### src/rtl/ifetch_if.sv
// Fetch-stage bus bundle: cache read port, redirect from execute and the
// instruction buffer head presented to decode.
//   master : the fetch stage (drives o_*, samples i_*)
//   slave  : the surrounding cache / execute / decode environment
interface ifetch_if #(
  parameter int unsigned WIDTH = 32
);
  logic             o_mem_rq;       // fetch request to the cache
  logic             o_rnw;          // read-not-write, always 1
  logic [WIDTH-1:0] o_pc;           // fetch address
  logic [WIDTH-1:0] i_inst;         // cache read data, same cycle
  logic             i_redirect;     // branch/jump taken
  logic [WIDTH-1:0] i_redirect_pc;  // redirect target
  logic             i_ready;        // decode accepts head entry
  logic             o_valid;        // head entry valid
  logic [WIDTH-1:0] o_inst;         // head instruction
  logic [WIDTH-1:0] o_inst_pc;      // head instruction PC
  logic             o_halted;       // fetch stopped on zero word

  modport master (
    output o_mem_rq, o_rnw, o_pc, o_valid, o_inst, o_inst_pc, o_halted,
    input  i_inst, i_redirect, i_redirect_pc, i_ready
  );

  modport slave (
    input  o_mem_rq, o_rnw, o_pc, o_valid, o_inst, o_inst_pc, o_halted,
    output i_inst, i_redirect, i_redirect_pc, i_ready
  );
endinterface

### src/rtl/ifetch.sv
// Instruction fetch stage. Owns the PC, issues combinational reads to the
// instruction cache and queues fetched words in a 2-entry buffer for decode.
// Redirects flush the buffer and reload the PC; an all-zero word halts fetch.
// Ports:
//   i_clk   : clock, rising edge
//   i_reset : asynchronous active-high reset
//   bus     : ifetch_if master (cache port, redirect, decode handshake)
module ifetch #(
  parameter int unsigned     WIDTH    = 32,
  parameter logic [WIDTH-1:0] RESET_PC = '0
) (
  input logic      i_clk,
  input logic      i_reset,
  ifetch_if.master bus
);

  typedef enum logic [1:0] {StIdle, StRun, StHalted} state_e;

  state_e           state_q, state_d;
  logic [WIDTH-1:0] pc_q, pc_d;
  logic [1:0]       count_q, count_d, count_mid;
  logic [WIDTH-1:0] inst_q [2];
  logic [WIDTH-1:0] inst_d [2];
  logic [WIDTH-1:0] ipc_q  [2];
  logic [WIDTH-1:0] ipc_d  [2];
  logic             fetch, push, pop, valid;

  assign valid = (count_q != 2'd0) & ~bus.i_redirect;
  assign pop   = valid & bus.i_ready;
  // A full buffer may still fetch when the head leaves this cycle.
  assign fetch = (state_q == StRun) & ~bus.i_redirect & ((count_q < 2'd2) | pop);
  assign push  = fetch & (bus.i_inst != '0);

  assign bus.o_rnw     = 1'b1;
  assign bus.o_pc      = pc_q;
  assign bus.o_mem_rq  = fetch;
  assign bus.o_valid   = valid;
  assign bus.o_inst    = inst_q[0];
  assign bus.o_inst_pc = ipc_q[0];
  assign bus.o_halted  = (state_q == StHalted);

  always_comb begin
    state_d   = state_q;
    pc_d      = pc_q;
    count_d   = count_q;
    count_mid = count_q;
    inst_d    = inst_q;
    ipc_d     = ipc_q;
    if (bus.i_redirect) begin
      count_d = 2'd0;
      // Mask keeps the target word aligned; low bits are simply discarded.
      pc_d    = bus.i_redirect_pc & ~WIDTH'(3);
      state_d = StRun;
    end else begin
      unique case (state_q)
        StIdle:   state_d = StRun;
        StRun:    if (fetch && !push) state_d = StHalted;
        default:  state_d = state_q;
      endcase
      // Entry 0 is always the head: pop shifts, push writes the first free slot.
      if (pop) begin
        inst_d[0] = inst_q[1];
        ipc_d[0]  = ipc_q[1];
        count_mid = count_q - 2'd1;
      end
      if (push) begin
        inst_d[count_mid[0]] = bus.i_inst;
        ipc_d[count_mid[0]]  = pc_q;
        pc_d                 = pc_q + WIDTH'(4);
        count_d              = count_mid + 2'd1;
      end else begin
        count_d = count_mid;
      end
    end
  end

  always_ff @(posedge i_clk or posedge i_reset) begin
    if (i_reset) begin
      state_q <= StIdle;
      pc_q    <= RESET_PC;
      count_q <= 2'd0;
      inst_q  <= '{default: '0};
      ipc_q   <= '{default: '0};
    end else begin
      state_q <= state_d;
      pc_q    <= pc_d;
      count_q <= count_d;
      inst_q  <= inst_d;
      ipc_q   <= ipc_d;
    end
  end

endmodule
### src/flat_wrapper.sv
// flat-port wrapper written by rule: the top's interface ports become plain ports
module ifetch_flat 
#(
  parameter int unsigned     WIDTH    = 32,
  parameter logic [WIDTH-1:0] RESET_PC = '0
)
  (i_clk, i_reset, bus_o_mem_rq, bus_o_rnw, bus_o_pc, bus_o_valid, bus_o_inst, bus_o_inst_pc, bus_o_halted, bus_i_inst, bus_i_redirect, bus_i_redirect_pc, bus_i_ready);
  ifetch_if #(.WIDTH(WIDTH)) bus_i ();
  input logic i_clk;
  input logic i_reset;
  output wire logic [$bits(bus_i.o_mem_rq)-1:0] bus_o_mem_rq;
  output wire logic [$bits(bus_i.o_rnw)-1:0] bus_o_rnw;
  output wire logic [$bits(bus_i.o_pc)-1:0] bus_o_pc;
  output wire logic [$bits(bus_i.o_valid)-1:0] bus_o_valid;
  output wire logic [$bits(bus_i.o_inst)-1:0] bus_o_inst;
  output wire logic [$bits(bus_i.o_inst_pc)-1:0] bus_o_inst_pc;
  output wire logic [$bits(bus_i.o_halted)-1:0] bus_o_halted;
  input wire logic [$bits(bus_i.i_inst)-1:0] bus_i_inst;
  input wire logic [$bits(bus_i.i_redirect)-1:0] bus_i_redirect;
  input wire logic [$bits(bus_i.i_redirect_pc)-1:0] bus_i_redirect_pc;
  input wire logic [$bits(bus_i.i_ready)-1:0] bus_i_ready;
  assign bus_o_mem_rq = bus_i.o_mem_rq;
  assign bus_o_rnw = bus_i.o_rnw;
  assign bus_o_pc = bus_i.o_pc;
  assign bus_o_valid = bus_i.o_valid;
  assign bus_o_inst = bus_i.o_inst;
  assign bus_o_inst_pc = bus_i.o_inst_pc;
  assign bus_o_halted = bus_i.o_halted;
  assign bus_i.i_inst = bus_i_inst;
  assign bus_i.i_redirect = bus_i_redirect;
  assign bus_i.i_redirect_pc = bus_i_redirect_pc;
  assign bus_i.i_ready = bus_i_ready;
  ifetch #(.WIDTH(WIDTH), .RESET_PC(RESET_PC)) u_core (.i_clk(i_clk), .i_reset(i_reset), .bus(bus_i));
endmodule
### config.mk
export PLATFORM = sky130hd
export DESIGN_NAME = ifetch_flat
export DESIGN_NICKNAME = d
export VERILOG_FILES = /design/src/rtl/ifetch_if.sv /design/src/rtl/ifetch.sv /design/src/flat_wrapper.sv
export SDC_FILE = /design/constraint.sdc
export NUM_CORES = 1
export LEC_CHECK = 0
export ABC_AREA = 1
export BUFFER_PORTS_ARGS = -buffer_cell sky130_fd_sc_hd__buf_2
export CELL_PAD_IN_SITES_DETAIL_PLACEMENT = 0
export CELL_PAD_IN_SITES_GLOBAL_PLACEMENT = 2
export CORE_MARGIN = 3
export CORE_UTILIZATION = 33
export CTS_CLUSTER_SIZE = 12
export DETAILED_ROUTE_END_ITERATION = 7
export PLACE_DENSITY = 0.82
export SYNTH_ARGS = -nofsm -noshare
export SYNTH_HDL_FRONTEND = slang
export SYNTH_SLANG_ARGS = --single-unit
### constraint.sdc
create_clock -name i_clk -period 7.9 [get_ports i_clk]
set_input_delay 1.185 -clock i_clk [delete_from_list [all_inputs] [get_ports i_clk]]
set_output_delay 1.185 -clock i_clk [all_outputs]
set_load 0.02 [all_outputs]
==> results_dict.tcl, run 1 <==
set metrics [dict create \
    viasPerCell 4.55 \
    p_comb_share_pct 42.8 \
    fin_crit_sh_pct 52.3 \
    ant_nets 0 \
    drive_above_1_share_pct 14.5 \
    synth_seq_cells 160 \
    use_met2_pct 32.1 \
    die_area_sq_um 30200 \
    syn_inst 1407 \
    clkPwrFrac_pct 21.8 \
    htreeDepth 4 \
    period_needed_ns 4.13 \
    use_met1_pct 27.0 \
    globalRouteOverflowTotal 0 \
    use_met3_pct 3.15 \
    synth_top_area_cell "dfrtp_1" \
    vias 8434 \
    timing.critical_path.buf_inv 3 \
    core_region_area_sq_um 27300 \
    cts_resized 0 \
    antenna_found_initial 0 \
    grt_start_max_net_pins 95 \
    diodes 0 \
    fin_util_pct 38.2 \
    path_clk_slew_ns 0.07 \
    ys_warn_count 0 \
    synth_area_sq_um 9300 \
    globalplace.congestion 0.843 \
    core.rowCount 60 \
    slew_headroom_pct 25.7 \
    hp-class "reg -> reg" \
    synth_area_leaders "dfrtp_1, nand2_1, buf_4" \
    cts.sinks 160 \
    cp-end-kind "output pin" \
    synth_cell_types 26 \
    critPathMostFrequentCell "buf_2" \
    intPower_mw 2.14 \
    switchingPower_mw 1.74 \
    wire_per_inst_um 15.6 \
    placed_area_sq_um 9860 \
    max_slew.worst_pin.slew_ns 1.11 \
    rsz0062_at_grt "no" \
    cp_data_arrival_time_ns 2.95 \
    syn_area_per_cell_sq_um 6.61 \
    clk_latency_ns 0.43 \
    wl_um 28800 \
    die_w_um 174 \
    cp-start-kind "input port" \
    grt_usage_pct 19.4 \
    critical_path_class "in -> out" \
    ctsRootBufferMaster "clkbuf_16" \
    setup_violations 0 \
    first_pass_iters 5 \
    clockBufferDepth 2 \
    fin_skew_ns 0.0206 \
    powerDensity_nw_per_um2 371 \
    slew_viol_final 0 \
    cts_hold_repair.buffers 0 \
    swShare_pct 44.8 \
    dp_hpwl_um 17800 \
    initial_core_util_pct 34.0 \
    cp.required_ns 6.71 \
    critPathMaxStageDelay_ns 0.63 \
    leakagePower_nw 5.87 \
    max_freq_mhz 242 \
    ir_drop_uv 236 \
    hold_slack_ns 0.478 \
    fillCellCount 3117 \
    seq_area_frac_synth_pct 43.0 \
    crit_chain "buf_2, inv_2, nand3_1, a21oi_4, buf_2" \
    critPathMaxFanout 36 \
    maxCapViolations 0 \
    cts_buffers 17 \
    cts_tree "done" \
    crit_family "buffers and inverters" \
    grt_pass1_wl_um 46700 \
    fin_tns_setup_ns 0 \
    area_growth_pct 12.3 \
    ioPinCount 168 \
    seq_power_share_pct 35.4 \
    cp_slowest_cell "inv_2" \
    route.detailed.drc 0 \
    drtIter0Drc 511 \
    portBuffers 162 \
    finalHoldViolations 0 \
    cts_setup_buffers 0 \
    fin_area_sq_um 10400 \
    status "completed" \
    grt_pass1_vias 8277 \
    top_usage_layer "met2" \
    final_nets 1537 \
    die_h_um 174 \
    yosysTopAreaCellShare_pct 43.0 \
]
==> Yosys cell counts <==
library cell / n
inv_2: 3
conb_1: 2
nand2_4: 1
ha_1: 2
dfrtp_1: 160
buf_2: 46
nor2_1: 65
a21oi_1: 3
inv_1: 43
nand2_1: 863
nor2_8: 1
o21ai_0: 33
nand3_1: 79
buf_4: 71
clkbuf_1: 13
buf_1: 2
a21oi_4: 1
nor2_4: 2
xor2_1: 10
a22oi_1: 1
o21ai_2: 1
nand2_2: 1
xnor2_1: 1
or2_2: 1
o21ai_1: 1
xor2_2: 1
==> registers in the layout (all words and copies together), names as in the netlist <==
register / flops
u_core.bus.o_inst: 32
u_core.bus.o_inst_pc: 32
u_core.ipc_q: 30
u_core.inst_q: 32
u_core.state_q: 2
u_core.count_q: 2
u_core.bus.o_pc: 30
==> cells in the final DEF, fill, tap and decap left out, types with 3 or more instances in the layout <==
| cell | Yosys | final |
|---|---|---|
| dfrtp_1 | 160 | 160 |
| inv_6 | 0 | 4 |
| clkinvlp_4 | 0 | 3 |
| nor2_1 | 65 | 65 |
| conb_1 | 2 | 3 |
| buf_2 | 46 | 162 |
| nand3_1 | 79 | 79 |
| nand2_1 | 863 | 863 |
| inv_1 | 43 | 42 |
| inv_2 | 3 | 3 |
| clkbuf_16 | 0 | 17 |
| buf_4 | 71 | 10 |
| clkbuf_1 | 13 | 3 |
| xor2_1 | 10 | 10 |
| o21ai_0 | 33 | 33 |
| a21oi_1 | 3 | 3 |
==> tightest hold or removal path, cell delays in order (launching register included) <==
cell,delay (ns)
dfrtp_1,0.34
nand2_1,0.05
nand2_1,0.05
==> logic make-up after synthesis <==
kind of cell,count (synthesis),synth area share (%)
other,2,0.0807
and+or+nand+nor,1013,42.4
xor gates and xnor gates,12,1.21
AOI/OAI and AO/OA,40,2.34
adders and majority gates,2,0.269
buffers and inverters,178,10.7
DFF,160,43.0
==> routing by layer <==
metal | vias up | wire length [um]
li1 | 4331 | -
met1 | 3909 | 14300
met2 | 183 | 13100
met3 | 11 | 1180
met4 | 0 | 219
met5 | - | 0
==> path summary, 6_finish.rpt <==
check / from / endpoint / slack, ns / cells past startpoint
setup / recovery: bus_i_redirect / bus_o_mem_rq / 3.77 / 5
hold / removal: u_core.inst_q[18] / u_core.inst_q[18] / 0.48 / 2
max in group asynchronous: i_reset / u_core.bus.o_inst_pc[16] / 5.42 / 3
setup reg to reg: u_core.count_q[0] / u_core.inst_q[25] / 4.92 / 11
hold reg to reg: u_core.inst_q[18] / u_core.inst_q[18] / 0.48 / 2
min in group asynchronous: i_reset / u_core.bus.o_inst_pc[6] / 0.97 / 2
==> power groups by stage <==
| stage | Sequential [mW] | Combinational (mW) | Clock (mW) |
|---|---|---|---|
| after floorplan | 1.37 | 1.38 | 0 |
| after global placement | 1.38 | 1.67 | 0 |
| after detailed placement | 1.39 | 1.68 | 0 |
| after CTS | 1.38 | 1.69 | 0.871 |
| after global routing | 1.42 | 1.90 | 0.905 |
| final | 1.37 | 1.66 | 0.846 |
==> cell type report <==
cell class | instances | area, sq um | area share, %
inverter | 46 | 178 | 1.70
clock buffer | 21 | 450 | 4.31
tap | 372 | 465 | 4.46
timing repair buffer | 172 | 886 | 8.48
sequential | 160 | 4000 | 38.3
clock inverter | 11 | 131 | 1.26
multi-input combinational | 1070 | 4330 | 41.5
==> stage by stage <==
stage | worst slack [ns] | std cells | power [mW]
after floorplan | 2.40 | 1408 | 2.75
after global placement | 3.39 | 1820 | 3.05
after detailed placement | 3.30 | 1820 | 3.07
after CTS | 3.72 | 1852 | 3.94
after global routing | 3.48 | 1852 | 4.23
final | 3.77 | 1852 | 3.88
Note: power is estimated with default switching activity, not from simulation.
==> run 2: changes to the inputs <==
--- a/config.mk
+++ b/config.mk
@@ -10,10 +10,10 @@
 export CELL_PAD_IN_SITES_DETAIL_PLACEMENT = 0
 export CELL_PAD_IN_SITES_GLOBAL_PLACEMENT = 2
 export CORE_MARGIN = 3
-export CORE_UTILIZATION = 33
+export CORE_UTILIZATION = 30
 export CTS_CLUSTER_SIZE = 12
 export DETAILED_ROUTE_END_ITERATION = 7
-export PLACE_DENSITY = 0.82
+export PLACE_DENSITY = 0.75
 export SYNTH_ARGS = -nofsm -noshare
 export SYNTH_HDL_FRONTEND = slang
 export SYNTH_SLANG_ARGS = --single-unit
==> constraint.sdc (replaced) <==
create_clock -name i_clk -period 4.3 [get_ports i_clk]
set_input_delay 0.645 -clock i_clk [delete_from_list [all_inputs] [get_ports i_clk]]
set_output_delay 0.645 -clock i_clk [all_outputs]
set_load 0.02 [all_outputs]
==> run 2 against run 1 <==
Non-clock buffer count grew 3. Clock-buffer cell count shrank 3. Largest power group unchanged. Die area grew 9.6%. Core utilization shrank 3.3 points. Wire length grew 6.0%. Critical endpoint is now u_core.inst_q[8]. Highest routed layer unchanged. Clock power grew 78%. Critical path depth grew 4. Worst hold slack lost 0.053 ns. Design area grew 0.59%. Flip-flop and latch count is the same. Via count grew 2.4%. Final cell count grew 1.1%.
==> results_dict.tcl, run 2 (synthesis gave the netlist of run 1 again) <==
set metrics [dict create \
    critical_path_depth 9 \
    grt_usage_pct 18.6 \
    cts_buffers 17 \
    viasPerCell 4.61 \
    cts_hold_repair.buffers 0 \
    critPathMaxFanout 93 \
    grt_pass1_vias 8434 \
    place_ws_ns 1.03 \
    clockBufferDepth 2 \
    slew_headroom_pct 28.3 \
    die_h_um 182 \
    status "completed" \
    leakagePower_nw 5.90 \
    core_region_area_sq_um 30100 \
    period_needed_ns 3.14 \
    dp_cells 1841 \
    seq_power_share_pct 35.5 \
    rsz0062_at_grt "no" \
    crit_chain "inv_1, ha_1, nor2_4, nand2_2, xor2_4, buf_4, nand2_4, nand2_1, nand2_1" \
    timing.critical_path.buf_inv 2 \
    ctsRootBufferMaster "clkbuf_16" \
    path_clk_slew_ns 0.08 \
    cts_resized 0 \
    slew_viol_final 0 \
    layout_setup_ws_ns 1.16 \
    portBuffers 162 \
    critPathLaunch "u_core.count_q[0]" \
    cp_data_arrival_time_ns 3.45 \
    diodes 0 \
    final_nets 1540 \
    max_freq_mhz 319 \
    crit_end "u_core.inst_q[8]" \
    final_common_cell "nand2_1" \
    cts_tree "done" \
    drtIter0Drc 562 \
    ant_nets 0 \
    reg2reg_to "u_core.inst_q[8]" \
    powerDensity_nw_per_um2 680 \
    route.detailed.drc 0 \
    switchingPower_mw 3.29 \
    grt_pass1_wl_um 48500 \
    vias 8634 \
    hp-class "in -> reg" \
    clk_latency_ns 0.43 \
    first_pass_iters 5 \
    core.rowCount 63 \
    maxCapViolations 0 \
    fin_skew_ns 0.0159 \
    grt_start_max_net_pins 161 \
    ioPinCount 168 \
    intPower_mw 3.85 \
    fin_tns_setup_ns 0 \
    reg2reg_depth 9 \
    wire_per_inst_um 16.3 \
    die_area_sq_um 33200 \
    reg2reg_from "u_core.count_q[0]" \
    antenna_found_initial 0 \
    htreeDepth 4 \
    max_slew.worst_pin.slew_ns 1.07 \
    setup_violations 0 \
    cts.sinks 160 \
    critPathMostFrequentCell "nand2_1" \
    ir_drop_uv 306 \
    final_cell_count_no_fill 1873 \
    drive_above_1_share_pct 14.8 \
    clkPwrFrac_pct 21.2 \
    cp-end-kind "flop" \
    cp-start-kind "flop" \
    wl_um 30500 \
    cts_setup_buffers 0 \
    cp_slowest_cell "buf_4" \
    globalRouteOverflowTotal 0 \
    critical_path_class "reg -> reg" \
    swShare_pct 46.1 \
    die_w_um 182 \
    rrSetupSlack_ns 1.16 \
    globalplace.congestion 0.816 \
    fin_crit_sh_pct 73.0 \
    area_growth_pct 12.9 \
    crit_family "simple AND/OR/NAND/NOR gates" \
    cp.required_ns 4.61 \
    dp_hpwl_um 19000 \
    initial_core_util_pct 30.9 \
    p_comb_share_pct 43.3 \
    layout_common_cells "nand2_1, buf_2, dfrtp_1, nand3_1, nor2_1" \
    critPathMaxStageDelay_ns 0.84 \
    finalHoldViolations 0 \
]
[run 2: worst min path at each step]
stage	start	endpoint	slack, ns	cells after the start
global route	bus_i_redirect_pc[25]	u_core.bus.o_pc[25]	0.41	3
detailed placement	u_core.inst_q[7]	u_core.inst_q[7]	0.47	2
finish	bus_i_redirect_pc[2]	u_core.bus.o_pc[2]	0.42	3
CTS	bus_i_redirect_pc[2]	u_core.bus.o_pc[2]	0.41	3
floorplan	u_core.inst_q[0]	u_core.inst_q[0]	0.45	2
global placement	u_core.inst_q[13]	u_core.inst_q[13]	0.46	2
[run 2: metal layers]
layer  track usage, %  share of wire [%]  up-vias
met5                0                  0        -
met4             4.11                1.4        0
met3             2.93                3.9       23
met2             30.6                 47      191
met1             25.9                 48     4066
li1                 -                  -     4354
[run 2: power groups by stage]
stage | registers (mW) | clock network [mW] | logic (mW)
finish | 2.54 | 1.51 | 3.09
global route | 2.62 | 1.62 | 3.56
CTS | 2.55 | 1.57 | 3.16
detailed placement | 2.57 | 0 | 3.14
global placement | 2.57 | 0 | 3.11
floorplan | 2.51 | 0 | 2.54
[run 2: stage by stage]
stage | cell area, sq um | utilization, % | power [mW] | hold slack, ns
floorplan | 9310 | - | 5.05 | 0.449
global placement | 9940 | 33.0 | 5.68 | 0.463
detailed placement | 9940 | 33.0 | 5.71 | 0.465
CTS | 10500 | 34.9 | 7.27 | 0.407
global route | 10500 | 34.9 | 7.80 | 0.415
finish | 10500 | 34.9 | 7.14 | 0.425
[run 2: tightest hold or removal path, cell delays in order]
cell     delay (ns)
buf_2          0.07
nand2_1        0.04
nand3_1        0.07
[run 2: final cells by class]
| cell class | instances | area, sq um |
|---|---|---|
| Tap cell | 390 | 488 |
| Sequential cell | 160 | 4000 |
| Fill cell | 3366 | 19600 |
| Clock buffer | 18 | 439 |
| Multi-Input combinational cell | 1070 | 4330 |
| Timing Repair Buffer | 175 | 946 |
| Inverter | 46 | 176 |
| Clock inverter | 14 | 123 |
